`config.mk`:
```
export PLATFORM = sky130hd
export DESIGN_NAME = seg_scan_ctrl
export DESIGN_NICKNAME = d
export VERILOG_FILES = /design/src/rtl/seg_scan_ctrl_pkg.sv /design/src/rtl/seg_scan_ctrl_bcdmapper.sv /design/src/rtl/seg_scan_ctrl.sv
export SDC_FILE = /design/constraint.sdc
export NUM_CORES = 1
export LEC_CHECK = 0
export BUFFER_PORTS_ARGS = -buffer_cell sky130_fd_sc_hd__buf_4
export CAP_MARGIN = 20
export CORE_MARGIN = 2
export CORE_UTILIZATION = 45
export DETAILED_ROUTE_END_ITERATION = 6
export SYNTH_ARGS = -nofsm -noshare
export SYNTH_HDL_FRONTEND = slang
export SYNTH_SLANG_ARGS = --single-unit
```
`constraint.sdc`:
```
create_clock -name clk -period 3.35 [get_ports clk]
set_input_delay 0.67 -clock clk [delete_from_list [all_inputs] [get_ports clk]]
set_output_delay 0.67 -clock clk [all_outputs]
set_load 0.005 [all_outputs]
```
`src/rtl/seg_scan_ctrl_pkg.sv`:
```
// Shared constants for the 7-segment scan controller: segment bit positions,
// the all-dark pattern and the scan FSM state encoding.
package seg_scan_ctrl_pkg;

   localparam int SEG_A  = 7;
   localparam int SEG_B  = 6;
   localparam int SEG_C  = 5;
   localparam int SEG_D  = 4;
   localparam int SEG_E  = 3;
   localparam int SEG_F  = 2;
   localparam int SEG_G  = 1;
   localparam int SEG_DP = 0;

   localparam logic [7:0] SEG_OFF = 8'hFF;

   typedef enum logic {
      ST_BLANK = 1'b0,
      ST_DRIVE = 1'b1
   } state_e;

endpackage

```
`src/rtl/seg_scan_ctrl_bcdmapper.sv`:
```
// Combinational nibble to 7-segment decoder, active-high, {a..g,dp}; dp always 0.
// Codes 0xA-0xF decode as hex glyphs A b C d E F.
module bcdmapper (
   input  logic [3:0] bcd_i,
   output logic [7:0] seg_o
);

   always_comb begin
      seg_o = 8'h00;
      unique case (bcd_i)
         4'h0: seg_o = 8'b1111_1100;
         4'h1: seg_o = 8'b0110_0000;
         4'h2: seg_o = 8'b1101_1010;
         4'h3: seg_o = 8'b1111_0010;
         4'h4: seg_o = 8'b0110_0110;
         4'h5: seg_o = 8'b1011_0110;
         4'h6: seg_o = 8'b1011_1110;
         4'h7: seg_o = 8'b1110_0000;
         4'h8: seg_o = 8'b1111_1110;
         4'h9: seg_o = 8'b1111_0110;
         4'hA: seg_o = 8'b1110_1110;
         4'hB: seg_o = 8'b0011_1110;
         4'hC: seg_o = 8'b1001_1100;
         4'hD: seg_o = 8'b0111_1010;
         4'hE: seg_o = 8'b1001_1110;
         4'hF: seg_o = 8'b1000_1110;
         default: seg_o = 8'h00;
      endcase
   end

endmodule

```
`src/rtl/seg_scan_ctrl.sv`:
```
// Time-multiplexed common-anode 7-segment scanner with dead-time blanking,
// frame-aligned double-buffered display data and leading-zero blanking.
//
// state    | meaning
// ---------+-----------------------------------------------------------
// ST_BLANK | all anodes off, dead time before driving digit idx
// ST_DRIVE | anode idx on, segments show shadow nibble idx
module seg_scan_ctrl
   import seg_scan_ctrl_pkg::*;
#(
   parameter int NUM_DIGITS   = 4,
   parameter int DRIVE_CYCLES = 50000,
   parameter int BLANK_CYCLES = 500,
   localparam int IDX_W       = (NUM_DIGITS > 1) ? $clog2(NUM_DIGITS) : 1
) (
   input  logic                    clk,
   input  logic                    rst_n,
   input  logic                    load,
   input  logic [4*NUM_DIGITS-1:0] value,
   input  logic [NUM_DIGITS-1:0]   dp_in,
   input  logic                    lzb_en,
   output logic [7:0]              seg_n,
   output logic [NUM_DIGITS-1:0]   an_n,
   output logic [IDX_W-1:0]        digit_idx,
   output logic                    frame_tick,
   output logic                    load_ack
);

   localparam int MAX_CYC = (DRIVE_CYCLES > BLANK_CYCLES) ? DRIVE_CYCLES : BLANK_CYCLES;
   localparam int CNT_W   = $clog2(MAX_CYC + 1);
   localparam int BUF_W   = 5 * NUM_DIGITS;

   localparam logic [CNT_W-1:0] DRIVE_LAST = CNT_W'(DRIVE_CYCLES - 1);
   localparam logic [CNT_W-1:0] BLANK_LAST = CNT_W'(BLANK_CYCLES - 1);
   localparam logic [IDX_W-1:0] IDX_LAST   = IDX_W'(NUM_DIGITS - 1);

   // Digit k>0 is blank when it and every more-significant nibble are zero.
   function automatic logic [NUM_DIGITS-1:0] lzb_mask(input logic [4*NUM_DIGITS-1:0] v);
      logic                  zero_above;
      logic [NUM_DIGITS-1:0] mask;
      zero_above = 1'b1;
      mask       = '0;
      for (int k = NUM_DIGITS - 1; k > 0; k--) begin
         zero_above = zero_above && (v[4*k +: 4] == 4'h0);
         mask[k]    = zero_above;
      end
      return mask;
   endfunction

   // Reset asserts asynchronously and releases on a clock edge.
   logic [1:0] rst_sync_q;
   logic       rst_int_n;

   always_ff @(posedge clk or negedge rst_n) begin
      if (!rst_n) rst_sync_q <= 2'b00;
      else        rst_sync_q <= {rst_sync_q[0], 1'b1};
   end
   assign rst_int_n = rst_sync_q[1];

   state_e                  state_q, state_d;
   logic [CNT_W-1:0]        cnt_q, cnt_d;
   logic [IDX_W-1:0]        idx_q, idx_d;
   logic [BUF_W-1:0]        staging_q, staging_d;
   logic [BUF_W-1:0]        shadow_q, shadow_d;
   logic                    pending_q, pending_d;
   logic [7:0]              seg_q, seg_d;
   logic [NUM_DIGITS-1:0]   an_q, an_d;
   logic                    ftick_q, ftick_d;
   logic                    ack_q, ack_d;

   logic [4*NUM_DIGITS-1:0] shadow_val;
   logic [NUM_DIGITS-1:0]   shadow_dp;
   logic [3:0]              nibble_sel;
   logic [7:0]              map_seg;
   logic [NUM_DIGITS-1:0]   blank_mask;
   logic [7:0]              lit;
   logic                    wrap;

   assign shadow_val = shadow_q[BUF_W-1:NUM_DIGITS];
   assign shadow_dp  = shadow_q[NUM_DIGITS-1:0];
   assign nibble_sel = shadow_val[4*idx_q +: 4];

   bcdmapper u_bcdmapper (
      .bcd_i (nibble_sel),
      .seg_o (map_seg)
   );

   assign blank_mask = lzb_en ? lzb_mask(shadow_val) : '0;
   assign wrap       = (state_q == ST_DRIVE) && (cnt_q == DRIVE_LAST) && (idx_q == IDX_LAST);

   always_comb begin
      state_d   = state_q;
      cnt_d     = cnt_q + CNT_W'(1);
      idx_d     = idx_q;
      staging_d = staging_q;
      shadow_d  = shadow_q;
      pending_d = pending_q;
      ftick_d   = 1'b0;
      ack_d     = 1'b0;
      an_d      = '1;
      seg_d     = SEG_OFF;
      lit       = '0;

      unique case (state_q)
         ST_BLANK: begin
            if (cnt_q == BLANK_LAST) begin
               state_d = ST_DRIVE;
               cnt_d   = '0;
            end
         end
         ST_DRIVE: begin
            if (cnt_q == DRIVE_LAST) begin
               state_d = ST_BLANK;
               cnt_d   = '0;
               idx_d   = (idx_q == IDX_LAST) ? '0 : idx_q + IDX_W'(1);
            end
         end
         default: state_d = ST_BLANK;
      endcase

      // A load that lands on the wrap cycle bypasses staging entirely.
      if (wrap) begin
         ftick_d = 1'b1;
         if (load) begin
            shadow_d  = {value, dp_in};
            pending_d = 1'b0;
            ack_d     = 1'b1;
         end else if (pending_q) begin
            shadow_d  = staging_q;
            pending_d = 1'b0;
            ack_d     = 1'b1;
         end
      end else if (load) begin
         staging_d = {value, dp_in};
         pending_d = 1'b1;
      end

      // idx only moves on DRIVE->BLANK, so idx_q is the digit for any DRIVE next state.
      if (state_d == ST_DRIVE) begin
         lit          = blank_mask[idx_q] ? 8'h00 : map_seg;
         lit[SEG_DP]  = shadow_dp[idx_q];
         seg_d        = ~lit;
         an_d         = ~(NUM_DIGITS'(1) << idx_q);
      end
   end

   always_ff @(posedge clk or negedge rst_int_n) begin
      if (!rst_int_n) begin
         state_q   <= ST_BLANK;
         cnt_q     <= '0;
         idx_q     <= '0;
         staging_q <= '0;
         shadow_q  <= '0;
         pending_q <= 1'b0;
         seg_q     <= SEG_OFF;
         an_q      <= '1;
         ftick_q   <= 1'b0;
         ack_q     <= 1'b0;
      end else begin
         state_q   <= state_d;
         cnt_q     <= cnt_d;
         idx_q     <= idx_d;
         staging_q <= staging_d;
         shadow_q  <= shadow_d;
         pending_q <= pending_d;
         seg_q     <= seg_d;
         an_q      <= an_d;
         ftick_q   <= ftick_d;
         ack_q     <= ack_d;
      end
   end

   assign seg_n      = seg_q;
   assign an_n       = an_q;
   assign digit_idx  = idx_q;
   assign frame_tick = ftick_q;
   assign load_ack   = ack_q;

endmodule
```
==> results.cfg <==
[place]
io_buffer_count = 39
place_hpwl_um = 4460
gp_congestion = 0.787

[clocking]
htreeDepth = 3
clockBufferDepth = 2
worstSkewPairLatency_ps = 340
cts-root-buf = clkbuf_8
clock-sinks = 76
post-cts-setup-buffer-count = 0
clk_pin_slew_ps = 80
cts_tree = yes
postCtsHoldBufs = 0
cts_buffers = 9
cts_resized = 0

[synth]
synth_ff_type = dfrtp_1
synth_top_family_by_area = multiplexers
syn_inst = 289
syn_nets = 324
synth-xor-area-share = 0.0322
synth_async_sr_flop_share = 1.00
synth_edf_count = 0
syn_area_per_cell_sq_um = 13.2
yosysWarnings = 0
synthesis.area_sq_um = 3810
yosysUniqueCellTypes = 43
ys_ff_latch = 76
synthAdderAreaFrac = 0.0361
synth.area.mux_share = 0.251
seq_area_frac_synth = 0.503
synthSimpleGateAreaFrac = 0.119
synth-compound-area-share = 0.0289

[power]
seqPwrFrac = 0.494
clockPowerShare = 0.442
peakVddDrop_uv = 215
p_per_area_nw_per_um2 = 438
switchingPower_mw = 0.406
intPower_mw = 1.53
p_sw_frac = 0.209
finalPower_mw = 1.94
power_frac_comb = 0.064
leakagePower_nw = 2.08

[floorplanning]
coreArea_sq_um = 8220
dieHeight_um = 96.0
rows = 33
die_w_um = 96.0
num_io_pins = 40
start_util = 0.463
fp.dieArea_sq_um = 9210

[cells_and_area]
layout.nets = 365
syn_to_final_growth_pct = 16.3
n_antenna_cell = 0
drive_gt1_frac = 0.439

[drt]
viasPerCell = 5.06
met1Wirelength_um = 3290
ant_nets = 0
wirelength_um = 6530
post-route-drc-count = 0
vias = 2228
wl_per_cell_um = 14.8
drt_iter0_drc = 113
dr_wl_met2_um = 2910
top_layer = met4
dr.pass1.iters = 4
wl_met3_um = 236

[critical_path]
critical_path.max_stage_delay_ps = 570
crit_buf_inv = 0
critPathCaptureType = flip-flop
critical_path.top_delay_family = simple AND/OR/NAND/NOR gates
cp.arrival_ps = 2950
required_ps = 3580
path_class = reg2reg
path_max_fanout = 21
cpMaxStageDelayCell = or4_4
cp_common_cell = or4_4
worstSetupStartpointType = flip-flop
crit_chain = or4_4 > or4_4 > nor3_4 > nand3b_4 > mux2_4

[timing]
hold_violations = 0
setup_viol = 0
slew_violations = 0
max_freq_mhz = 368
worst_pin_slew_ps = 726
setup-tns-final_ps = 0
min_period_over_period = 0.811
period_minus_slack_ps = 2720
clock_skew_ps = 6.62
slew_headroom = 0.516
rsz0062_at_grt = no

[global_routing]
grt_pass1_wl_um = 11000
antenna_found_initial = 0
grt_pass1_vias = 2186
grt_start_max_net_pins = 61
groute.usage.overall = 0.161
grt-ovfl-total = 0

[flow_run]
cap_viol_max_count = 0

[hold_path]
hp-class = in2async

[run_status]
status = finished, final reports clean
-- cell type report --
type,instances,area [sq um]
clock buffer,10,138
clock inverter,6,111
fill,702,3790
inverter,8,30.0
multi-input combinational,193,1780
sequential,76,1920
tap,105,131
timing repair buffer,42,315
-- cells in the mapped netlist, types with 5 or more instances --
cell      count  share of area
clkbuf_1      7         0.0069
dfrtp_1      64           0.42
dfstp_2      12          0.083
ha_1         11          0.036
inv_1         8         0.0079
mux2_2       23          0.068
mux2_4       39           0.15
mux4_2        5          0.030
nand2_1      23          0.023
nand3_1       8          0.011
nor2_1       23          0.023
o21ai_0       5         0.0066
xnor2_1       8          0.018
xor2_1        6          0.014
-- flip-flops by register name, summed over array words and instances, names as in the netlist --
name and flops:
rst_sync_q 2, staging_q 20, shadow_q 20, cnt_q 16, load_ack 1, frame_tick 1, an_n 4, digit_idx 2
pending_q 1, state_q 1, seg_n 8
-- power groups by stage --
stage                     Sequential, mW  Combinational [mW]  Clock (mW)
after floorplan                    0.981              0.0787           0
after global placement             0.975               0.126           0
after detailed placement           0.976               0.126           0
after CTS                          0.959               0.127       0.884
after global routing               0.963               0.135       0.931
final                              0.959               0.124       0.859
-- path summary, 6_finish.rpt --
path | startpoint | end | slack, ps | cells after the start
max in group asynchronous | rst_sync_q[1] | frame_tick | 2150 | 1
worst max-delay path | cnt_q[10] | shadow_q[10] | 630 | 5
min in group clk | rst_sync_q[0] | rst_sync_q[1] | 350 | 0
worst min register to register | rst_sync_q[1] | staging_q[3] | 170 | 0
worst min-delay path | rst_n | rst_sync_q[1] | 90 | 1
worst max register to register | cnt_q[10] | shadow_q[10] | 630 | 5
-- logic make-up after synthesis --
kind of cell / Yosys count
compound gates: 16
flops: 76
fa+ha+maj: 11
other cells: 1
xor+xnor: 14
simple gates: 84
mux: 67
buf+inv: 20
-- through the flow --
| stage | hold slack (ps) | util | area [sq um] | std cells | setup WS (ps) |
|---|---|---|---|---|---|
| after floorplan | 331 | - | 3810 | 289 | 981 |
| after global placement | 186 | 0.509 | 4180 | 424 | 696 |
| after detailed placement | 186 | 0.509 | 4180 | 424 | 625 |
| after CTS | 62.3 | 0.539 | 4430 | 440 | 607 |
| after global routing | 52.3 | 0.539 | 4430 | 440 | 458 |
| final | 87.5 | 0.539 | 4430 | 440 | 633 |
-- cells in the final DEF, fill, tap and decap left out, types with 3 or more instances in the layout --
cell       synthesis  layout
dfrtp_1           64      63
buf_4              0      42
mux2_4            39      39
nand2_1           23      23
nor2_1            23      23
mux2_2            23      23
dfstp_2           12      12
ha_1              11      11
clkbuf_8           0      10
xnor2_1            8       8
inv_1              8       8
nand3_1            8       8
xor2_1             6       6
mux4_2             5       5
o21ai_0            5       5
nand4_1            4       4
nor4_1             4       4
nor2b_1            3       3
bufinv_16          0       3
-- per-layer routing --
metal  up-vias  track usage
met2        39        0.226
met3         8       0.0446
met1      1090        0.232
met5         -            0
li1       1091            -
met4         0       0.0714
Note: power is estimated with default switching activity, not from simulation.
